--- config.mk ---
export PLATFORM = sky130hd
export DESIGN_NAME = mips_multicycle_control_flat
export DESIGN_NICKNAME = d
export VERILOG_FILES = /design/src/rtl/mips_multicycle_control_if.sv /design/src/rtl/mips_multicycle_control.sv /design/src/flat_wrapper.sv
export SDC_FILE = /design/constraint.sdc
export NUM_CORES = 1
export LEC_CHECK = 0
export ABC_AREA = 1
export CAP_MARGIN = 20
export CORE_AREA = 3 3 68 70
export DETAILED_ROUTE_END_ITERATION = 10
export DIE_AREA = 0 0 71 73
export PLACE_DENSITY = 0.85
export SLEW_MARGIN = 10
export SYNTH_ARGS = -nofsm -noshare
export SYNTH_HDL_FRONTEND = slang
export SYNTH_SLANG_ARGS = --single-unit
--- constraint.sdc ---
create_clock -name clk -period 1.5 [get_ports clk]
set_clock_uncertainty 0.05 [all_clocks]
set_input_delay 0.3 -clock clk [delete_from_list [all_inputs] [get_ports clk]]
set_output_delay 0.3 -clock clk [all_outputs]
set_load 0.01 [all_outputs]
--- src/rtl/mips_multicycle_control_if.sv ---
// Bus between the multi-cycle MIPS control FSM and its datapath/memory.
// The master side is the controller; the slave side is datapath + memory.
interface mips_multicycle_control_if;
    logic [5:0] opcode;
    logic [5:0] funct;
    logic       mem_ready;

    logic       mem_req;
    logic       MemWrite;
    logic       IRWrite;
    logic       PCWrite;
    logic       IorD;
    logic       RegWrite;
    logic       MemToReg;
    logic       ALUSrcA;
    logic       unsigned_op;
    logic [1:0] ALUSrcB;
    logic [1:0] PCSource;
    logic [2:0] Branch;
    logic [1:0] RegDst;
    logic [1:0] MEM_size;
    logic [4:0] ALUControl;
    logic [3:0] state;
    logic       instr_done;
    logic       error;

    modport master (
        input  opcode, funct, mem_ready,
        output mem_req, MemWrite, IRWrite, PCWrite, IorD, RegWrite, MemToReg,
               ALUSrcA, unsigned_op, ALUSrcB, PCSource, Branch, RegDst,
               MEM_size, ALUControl, state, instr_done, error
    );

    modport slave (
        output opcode, funct, mem_ready,
        input  mem_req, MemWrite, IRWrite, PCWrite, IorD, RegWrite, MemToReg,
               ALUSrcA, unsigned_op, ALUSrcB, PCSource, Branch, RegDst,
               MEM_size, ALUControl, state, instr_done, error
    );
endinterface

--- src/rtl/mips_multicycle_control.sv ---
// Multi-cycle MIPS control unit: Moore FSM sequencing fetch/decode/execute/
// memory/write-back over one shared memory port with a bounded-wait handshake.
// Illegal instructions and memory timeouts park the FSM in a sticky TRAP.
module mips_multicycle_control #(
    parameter int MEM_TIMEOUT = 16,
    parameter int CNT_W       = 5
) (
    input logic                       clk,
    input logic                       rst_n,
    mips_multicycle_control_if.master bus
);
    typedef enum logic [3:0] {
        S_FETCH = 4'd0, S_DECODE = 4'd1, S_MEM_ADDR = 4'd2, S_MEM_RD = 4'd3,
        S_MEM_WB = 4'd4, S_MEM_WR = 4'd5, S_R_EXEC = 4'd6, S_R_WB = 4'd7,
        S_I_EXEC = 4'd8, S_I_WB = 4'd9, S_BRANCH = 4'd10, S_JUMP = 4'd11,
        S_TRAP = 4'd12
    } state_t;

    typedef struct packed {
        logic       mem_req, MemWrite, IRWrite, PCWrite, IorD;
        logic       RegWrite, MemToReg, ALUSrcA, unsigned_op;
        logic [1:0] ALUSrcB, PCSource;
        logic [2:0] Branch;
        logic [1:0] RegDst, MEM_size;
        logic [4:0] ALUControl;
        logic       instr_done, error;
    } ctl_t;

    localparam logic [4:0] ALU_ADD = 5'd0, ALU_SUB = 5'd1, ALU_AND = 5'd2,
                           ALU_OR  = 5'd3, ALU_XOR = 5'd4, ALU_NOR = 5'd5,
                           ALU_SLT = 5'd6, ALU_SLL = 5'd7, ALU_SRL = 5'd8,
                           ALU_SRA = 5'd9, ALU_LUI = 5'd10;
    localparam logic [CNT_W-1:0] TMO = CNT_W'(MEM_TIMEOUT);

    state_t           state_q, state_d;
    logic [5:0]       op_q, op_d, fn_q, fn_d;
    logic [CNT_W-1:0] cnt_q, cnt_d;
    ctl_t             c;
    logic             timeout;

    // Supported R-type functions; anything else traps at decode.
    function automatic logic r_legal(input logic [5:0] f);
        case (f)
            6'h00, 6'h02, 6'h03, 6'h08, 6'h09, 6'h20, 6'h21, 6'h22, 6'h23,
            6'h24, 6'h25, 6'h26, 6'h27, 6'h2A, 6'h2B: return 1'b1;
            default: return 1'b0;
        endcase
    endfunction

    function automatic logic [4:0] r_alu(input logic [5:0] f);
        case (f)
            6'h22, 6'h23: return ALU_SUB;
            6'h24:        return ALU_AND;
            6'h25:        return ALU_OR;
            6'h26:        return ALU_XOR;
            6'h27:        return ALU_NOR;
            6'h2A, 6'h2B: return ALU_SLT;
            6'h00:        return ALU_SLL;
            6'h02:        return ALU_SRL;
            6'h03:        return ALU_SRA;
            default:      return ALU_ADD;
        endcase
    endfunction

    // Byte ops (lb/lbu/sb) end in 0 or 4 of the low 3 bits, halves in 1 or 5.
    function automatic logic [1:0] mem_size(input logic [5:0] op);
        case (op[1:0])
            2'b00:   return 2'b10;
            2'b01:   return 2'b01;
            default: return 2'b00;
        endcase
    endfunction

    assign timeout = (cnt_q >= TMO);

    // State, latched instruction fields and the memory wait counter.
    always_ff @(posedge clk or negedge rst_n) begin
        if (!rst_n) begin
            state_q <= S_FETCH;
            op_q    <= '0;
            fn_q    <= '0;
            cnt_q   <= '0;
        end else begin
            state_q <= state_d;
            op_q    <= op_d;
            fn_q    <= fn_d;
            cnt_q   <= cnt_d;
        end
    end

    // Next state and Moore outputs; the counter only survives req&!ready cycles,
    // so it is zero on entry to every req state.
    always_comb begin
        state_d = state_q;
        op_d    = op_q;
        fn_d    = fn_q;
        cnt_d   = '0;
        c       = '0;
        case (state_q)
            S_FETCH: begin
                c.mem_req = 1'b1;
                c.ALUSrcB = 2'b01;
                if (bus.mem_ready) begin
                    c.IRWrite = 1'b1;
                    c.PCWrite = 1'b1;
                    state_d   = S_DECODE;
                end else if (timeout) state_d = S_TRAP;
                else cnt_d = cnt_q + 1'b1;
            end
            S_DECODE: begin
                op_d      = bus.opcode;
                fn_d      = bus.funct;
                c.ALUSrcB = 2'b11;
                case (bus.opcode)
                    6'h00: state_d = !r_legal(bus.funct) ? S_TRAP :
                                     (bus.funct == 6'h08 || bus.funct == 6'h09) ? S_JUMP : S_R_EXEC;
                    6'h02, 6'h03:                      state_d = S_JUMP;
                    6'h04, 6'h05, 6'h06, 6'h07:        state_d = S_BRANCH;
                    6'h08, 6'h09, 6'h0A, 6'h0B,
                    6'h0C, 6'h0D, 6'h0E, 6'h0F:        state_d = S_I_EXEC;
                    6'h20, 6'h21, 6'h23, 6'h24,
                    6'h25, 6'h28, 6'h29, 6'h2B:        state_d = S_MEM_ADDR;
                    default:                           state_d = S_TRAP;
                endcase
            end
            S_MEM_ADDR: begin
                c.ALUSrcA = 1'b1;
                c.ALUSrcB = 2'b10;
                state_d   = op_q[3] ? S_MEM_WR : S_MEM_RD;
            end
            S_MEM_RD: begin
                c.mem_req     = 1'b1;
                c.IorD        = 1'b1;
                c.MEM_size    = mem_size(op_q);
                c.unsigned_op = (op_q == 6'h24) || (op_q == 6'h25);
                if (bus.mem_ready) state_d = S_MEM_WB;
                else if (timeout)  state_d = S_TRAP;
                else               cnt_d   = cnt_q + 1'b1;
            end
            S_MEM_WB: begin
                c.RegWrite   = 1'b1;
                c.MemToReg   = 1'b1;
                c.instr_done = 1'b1;
                state_d      = S_FETCH;
            end
            S_MEM_WR: begin
                c.mem_req  = 1'b1;
                c.MemWrite = 1'b1;
                c.IorD     = 1'b1;
                c.MEM_size = mem_size(op_q);
                if (bus.mem_ready) begin
                    c.instr_done = 1'b1;
                    state_d      = S_FETCH;
                end else if (timeout) state_d = S_TRAP;
                else cnt_d = cnt_q + 1'b1;
            end
            S_R_EXEC: begin
                c.ALUSrcA     = 1'b1;
                c.ALUControl  = r_alu(fn_q);
                c.unsigned_op = (fn_q == 6'h21) || (fn_q == 6'h23) || (fn_q == 6'h2B);
                state_d       = S_R_WB;
            end
            S_R_WB: begin
                c.RegWrite   = 1'b1;
                c.RegDst     = 2'b01;
                c.instr_done = 1'b1;
                state_d      = S_FETCH;
            end
            S_I_EXEC: begin
                c.ALUSrcA = 1'b1;
                c.ALUSrcB = 2'b10;
                case (op_q[2:0])
                    3'd0:    c.ALUControl = ALU_ADD;
                    3'd1:    begin c.ALUControl = ALU_ADD; c.unsigned_op = 1'b1; end
                    3'd2:    c.ALUControl = ALU_SLT;
                    3'd3:    begin c.ALUControl = ALU_SLT; c.unsigned_op = 1'b1; end
                    3'd4:    begin c.ALUControl = ALU_AND; c.unsigned_op = 1'b1; end
                    3'd5:    begin c.ALUControl = ALU_OR;  c.unsigned_op = 1'b1; end
                    3'd6:    begin c.ALUControl = ALU_XOR; c.unsigned_op = 1'b1; end
                    default: c.ALUControl = ALU_LUI;
                endcase
                state_d = S_I_WB;
            end
            S_I_WB: begin
                c.RegWrite   = 1'b1;
                c.instr_done = 1'b1;
                state_d      = S_FETCH;
            end
            S_BRANCH: begin
                c.ALUSrcA    = 1'b1;
                c.ALUControl = ALU_SUB;
                c.PCSource   = 2'b01;
                c.Branch     = 3'({1'b0, op_q[1:0]} + 3'd1);
                c.instr_done = 1'b1;
                state_d      = S_FETCH;
            end
            S_JUMP: begin
                c.PCWrite    = 1'b1;
                c.instr_done = 1'b1;
                state_d      = S_FETCH;
                if (op_q == 6'h00) begin
                    c.PCSource = 2'b11;
                    if (fn_q == 6'h09) begin
                        c.RegWrite = 1'b1;
                        c.RegDst   = 2'b01;
                    end
                end else begin
                    c.PCSource = 2'b10;
                    if (op_q == 6'h03) begin
                        c.RegWrite = 1'b1;
                        c.RegDst   = 2'b10;
                    end
                end
            end
            S_TRAP:  c.error = 1'b1;
            default: state_d = S_TRAP;
        endcase
    end

    // Outputs are gated by rst_n so a reset mid-access drops strobes at once.
    ctl_t o;
    assign o               = rst_n ? c : '0;
    assign bus.mem_req     = o.mem_req;
    assign bus.MemWrite    = o.MemWrite;
    assign bus.IRWrite     = o.IRWrite;
    assign bus.PCWrite     = o.PCWrite;
    assign bus.IorD        = o.IorD;
    assign bus.RegWrite    = o.RegWrite;
    assign bus.MemToReg    = o.MemToReg;
    assign bus.ALUSrcA     = o.ALUSrcA;
    assign bus.unsigned_op = o.unsigned_op;
    assign bus.ALUSrcB     = o.ALUSrcB;
    assign bus.PCSource    = o.PCSource;
    assign bus.Branch      = o.Branch;
    assign bus.RegDst      = o.RegDst;
    assign bus.MEM_size    = o.MEM_size;
    assign bus.ALUControl  = o.ALUControl;
    assign bus.instr_done  = o.instr_done;
    assign bus.error       = o.error;
    assign bus.state       = state_q;
endmodule

--- src/flat_wrapper.sv ---
// flat-port wrapper written by rule: the top's interface ports become plain ports
module mips_multicycle_control_flat 
#(
    parameter int MEM_TIMEOUT = 16,
    parameter int CNT_W       = 5
)
  (clk, rst_n, bus_opcode, bus_funct, bus_mem_ready, bus_mem_req, bus_MemWrite, bus_IRWrite, bus_PCWrite, bus_IorD, bus_RegWrite, bus_MemToReg, bus_ALUSrcA, bus_unsigned_op, bus_ALUSrcB, bus_PCSource, bus_Branch, bus_RegDst, bus_MEM_size, bus_ALUControl, bus_state, bus_instr_done, bus_error);
  mips_multicycle_control_if bus_i ();
  input logic clk;
  input logic rst_n;
  input wire logic [$bits(bus_i.opcode)-1:0] bus_opcode;
  input wire logic [$bits(bus_i.funct)-1:0] bus_funct;
  input wire logic [$bits(bus_i.mem_ready)-1:0] bus_mem_ready;
  output wire logic [$bits(bus_i.mem_req)-1:0] bus_mem_req;
  output wire logic [$bits(bus_i.MemWrite)-1:0] bus_MemWrite;
  output wire logic [$bits(bus_i.IRWrite)-1:0] bus_IRWrite;
  output wire logic [$bits(bus_i.PCWrite)-1:0] bus_PCWrite;
  output wire logic [$bits(bus_i.IorD)-1:0] bus_IorD;
  output wire logic [$bits(bus_i.RegWrite)-1:0] bus_RegWrite;
  output wire logic [$bits(bus_i.MemToReg)-1:0] bus_MemToReg;
  output wire logic [$bits(bus_i.ALUSrcA)-1:0] bus_ALUSrcA;
  output wire logic [$bits(bus_i.unsigned_op)-1:0] bus_unsigned_op;
  output wire logic [$bits(bus_i.ALUSrcB)-1:0] bus_ALUSrcB;
  output wire logic [$bits(bus_i.PCSource)-1:0] bus_PCSource;
  output wire logic [$bits(bus_i.Branch)-1:0] bus_Branch;
  output wire logic [$bits(bus_i.RegDst)-1:0] bus_RegDst;
  output wire logic [$bits(bus_i.MEM_size)-1:0] bus_MEM_size;
  output wire logic [$bits(bus_i.ALUControl)-1:0] bus_ALUControl;
  output wire logic [$bits(bus_i.state)-1:0] bus_state;
  output wire logic [$bits(bus_i.instr_done)-1:0] bus_instr_done;
  output wire logic [$bits(bus_i.error)-1:0] bus_error;
  assign bus_i.opcode = bus_opcode;
  assign bus_i.funct = bus_funct;
  assign bus_i.mem_ready = bus_mem_ready;
  assign bus_mem_req = bus_i.mem_req;
  assign bus_MemWrite = bus_i.MemWrite;
  assign bus_IRWrite = bus_i.IRWrite;
  assign bus_PCWrite = bus_i.PCWrite;
  assign bus_IorD = bus_i.IorD;
  assign bus_RegWrite = bus_i.RegWrite;
  assign bus_MemToReg = bus_i.MemToReg;
  assign bus_ALUSrcA = bus_i.ALUSrcA;
  assign bus_unsigned_op = bus_i.unsigned_op;
  assign bus_ALUSrcB = bus_i.ALUSrcB;
  assign bus_PCSource = bus_i.PCSource;
  assign bus_Branch = bus_i.Branch;
  assign bus_RegDst = bus_i.RegDst;
  assign bus_MEM_size = bus_i.MEM_size;
  assign bus_ALUControl = bus_i.ALUControl;
  assign bus_state = bus_i.state;
  assign bus_instr_done = bus_i.instr_done;
  assign bus_error = bus_i.error;
  mips_multicycle_control #(.MEM_TIMEOUT(MEM_TIMEOUT), .CNT_W(CNT_W)) u_core (.clk(clk), .rst_n(rst_n), .bus(bus_i));
endmodule
==> flow_metrics.tcl <==
set metrics [dict create \
    fp.dieArea_um2 5180 \
    synth_cell_type_count 30 \
    die_w_um 71 \
    ioPinCount 46 \
    viasPerCell 6.32 \
    final_cell_mix "buf_4, nand2_1, buf_6" \
    fin_crit_sh 1.47 \
    fillers 137 \
    syn_inst 286 \
    status "complete, but fails checks" \
    area_delta_synth_final_pct 107 \
    pre_cts_slack_ps -765 \
    cts_tree "done" \
    syn_nets 307 \
    cts_buffers 3 \
    path_common_cell "inv_1" \
    dr.pass1.iters 7 \
    rsz0062_at_grt "yes" \
    finalSetupViolations 49 \
    finalMaxSlewViolations 0 \
    grt_pass1_wl_um 12300 \
    yosys_warnings 0 \
    fin_hold_ws_ps 236 \
    synth_top_cell_by_area "dfrtp_1" \
    ys_seq_elements 21 \
    fmax_mhz 453 \
    start_kind "flop" \
    avgSynthCellArea_um2 6.20 \
    clockRootBuffer "clkbuf_8" \
    ant_nets 0 \
    grt_max_degree 22 \
    clock_path_buffers 2 \
    yosys.area.top_type_share 0.296 \
    gp_congestion 0.927 \
    violations "setup timing" \
    vias 3107 \
    synth.area.top_cells "dfrtp_1, nand2_1, inv_1" \
    grt.total_usage 0.305 \
    drcViolationCount 0 \
    drt_wl_total_um 11300 \
    n_antenna_cell 0 \
    fin_tns_setup_ps -21380 \
    fin_util 0.911 \
    worstPathArrival_ps 1860 \
    antenna_found_initial 0 \
    clkTransAtPathRegs_ps 70 \
    leakagePower_nw 1.85 \
    path_cells "buf_6 -> nand2_8 -> inv_1 -> nand2_4 -> inv_2 -> o31ai_4 -> inv_1 -> buf_2" \
    crit_slowest_cell "dfrtp_2" \
    core.rowCount 23 \
    drive_gt1_frac 0.566 \
    fin_crit_ps 2210 \
    clock_latency_ps 260 \
    grt_pass1_vias 2564 \
    critPathCaptureType "primary output" \
    design.core.area_um2 4030 \
    crit_required_ps 1150 \
    max_stage_delay_ps 470 \
    finalWorstSetupSlack_ps -706 \
    place_hpwl_um 4470 \
    hold_path_class "input port to async pin" \
    peakVddDrop_mv 1.56 \
    clock_sinks 21 \
    initial_core_util 0.440 \
    die_y_um 73 \
    cp_max_fo 4 \
    p_per_area_nw_per_um2 1860 \
    hold_viol 0 \
    grt-ovfl-total 0 \
    htree_levels 1 \
    final_common_cell "buf_4" \
    port_buffers 44 \
    dr.first_iter.drc_count 516 \
    fin_nets 464 \
    max_cap_violations 0 \
    critical_path_class "flop to primary output" \
    synth_area_um2 1770 \
    ys_seq_area_frac 0.296 \
    wire_per_inst_um 23.0 \
]
## per-stage QoR
step                      total power [mW]  cell area, µm²  std cells
after global routing                  7.03            3670        492
after floorplan                       2.44            1860        286
final                                 6.85            3670        492
after CTS                             5.12            3250        471
after global placement                3.89            2860        443
after detailed placement              4.00            2860        443
## power by group
| part | switching [mW] | internal [mW] |
|---|---|---|
| logic | 2.88 | 2.44 |
| registers | 0.354 | 0.802 |
| clock network | 0.183 | 0.190 |
## cells in the mapped netlist
master     number
nand2_1        76
inv_1          48
nor2_1         42
dfrtp_1        21
nand3_1        20
o21ai_0        16
a21oi_1        12
ha_1            6
nand4_1         6
nor2_2          6
nor3_1          5
a31oi_1         3
buf_4           2
clkbuf_1        2
inv_2           2
nand2_2         2
nand2_4         2
nor3b_2         2
o31ai_1         2
a211oi_1        1
a21oi_2         1
and2_1          1
buf_2           1
conb_1          1
nor4_2          1
o2111ai_1       1
o211ai_1        1
o21ai_2         1
or2_4           1
xor2_1          1
## worst max-delay path: cells and delay by family (launching register included)
family	cells	cell delay (ps)
and+or+nand+nor	2	220
AOI/OAI and AO/OA	1	250
buffers and inverters	5	650
DFF	1	470
## what timing repair did
action | 4_1_cts | 5_1_grt
resized for setup | 197 | 79
endpoints found under the hold margin | 0 | 6
pin swaps | 31 | 28
buffers inserted | 25 | 26
hold buffers | 0 | 1
gates cloned | 0 | 1
setup endpoints to repair | 39 | 42
## cell type report
type / count / area, µm² / share of cell area
multi-input combinational: 210 / 1460 / 0.397
timing repair buffer: 157 / 1360 / 0.369
sequential: 21 / 533 / 0.145
inverter: 50 / 218 / 0.0593
tap: 50 / 62.6 / 0.0170
clock buffer: 4 / 45.0 / 0.0123
## per-layer routing
layer	up-vias	GRT usage	routed length, µm
met5	-	0	0
met4	0	0.192	1150
met3	142	0.0289	1320
met2	361	0.567	5060
met1	1385	0.330	3760
li1	1219	-	-
## flip-flops by register name, indices dropped and copies added, names as in the netlist
register / cells
u_core.op_q: 6
u_core.cnt_q: 5
u_core.bus.state: 4
u_core.fn_q: 6
## logic make-up after synthesis
| family | Yosys count | share of synthesized area |
|---|---|---|
| buffers and inverters | 55 | 0.121 |
| DFF | 21 | 0.296 |
| xor gates and xnor gates | 1 | 0.00494 |
| other | 1 | 0.00211 |
| adders and majority gates | 6 | 0.0423 |
| and+or+nand+nor | 164 | 0.412 |
| AOI/OAI and AO/OA | 38 | 0.121 |
## worst paths after layout
check                      cells past startpoint           startpoint  slack, ps                  end
min reg2reg                                    1      u_core.cnt_q[0]        490      u_core.cnt_q[0]
max in group asynchronous                      3                rst_n        440       u_core.fn_q[2]
max reg2reg                                   12  u_core.bus.state[1]       -480  u_core.bus.state[0]
min                                            3                rst_n        240       u_core.op_q[1]
min in group clk                               1      u_core.cnt_q[0]        490      u_core.cnt_q[0]
max                                            8  u_core.bus.state[1]       -710       bus_ALUSrcB[1]
Note: power is estimated with default switching activity, not from simulation.
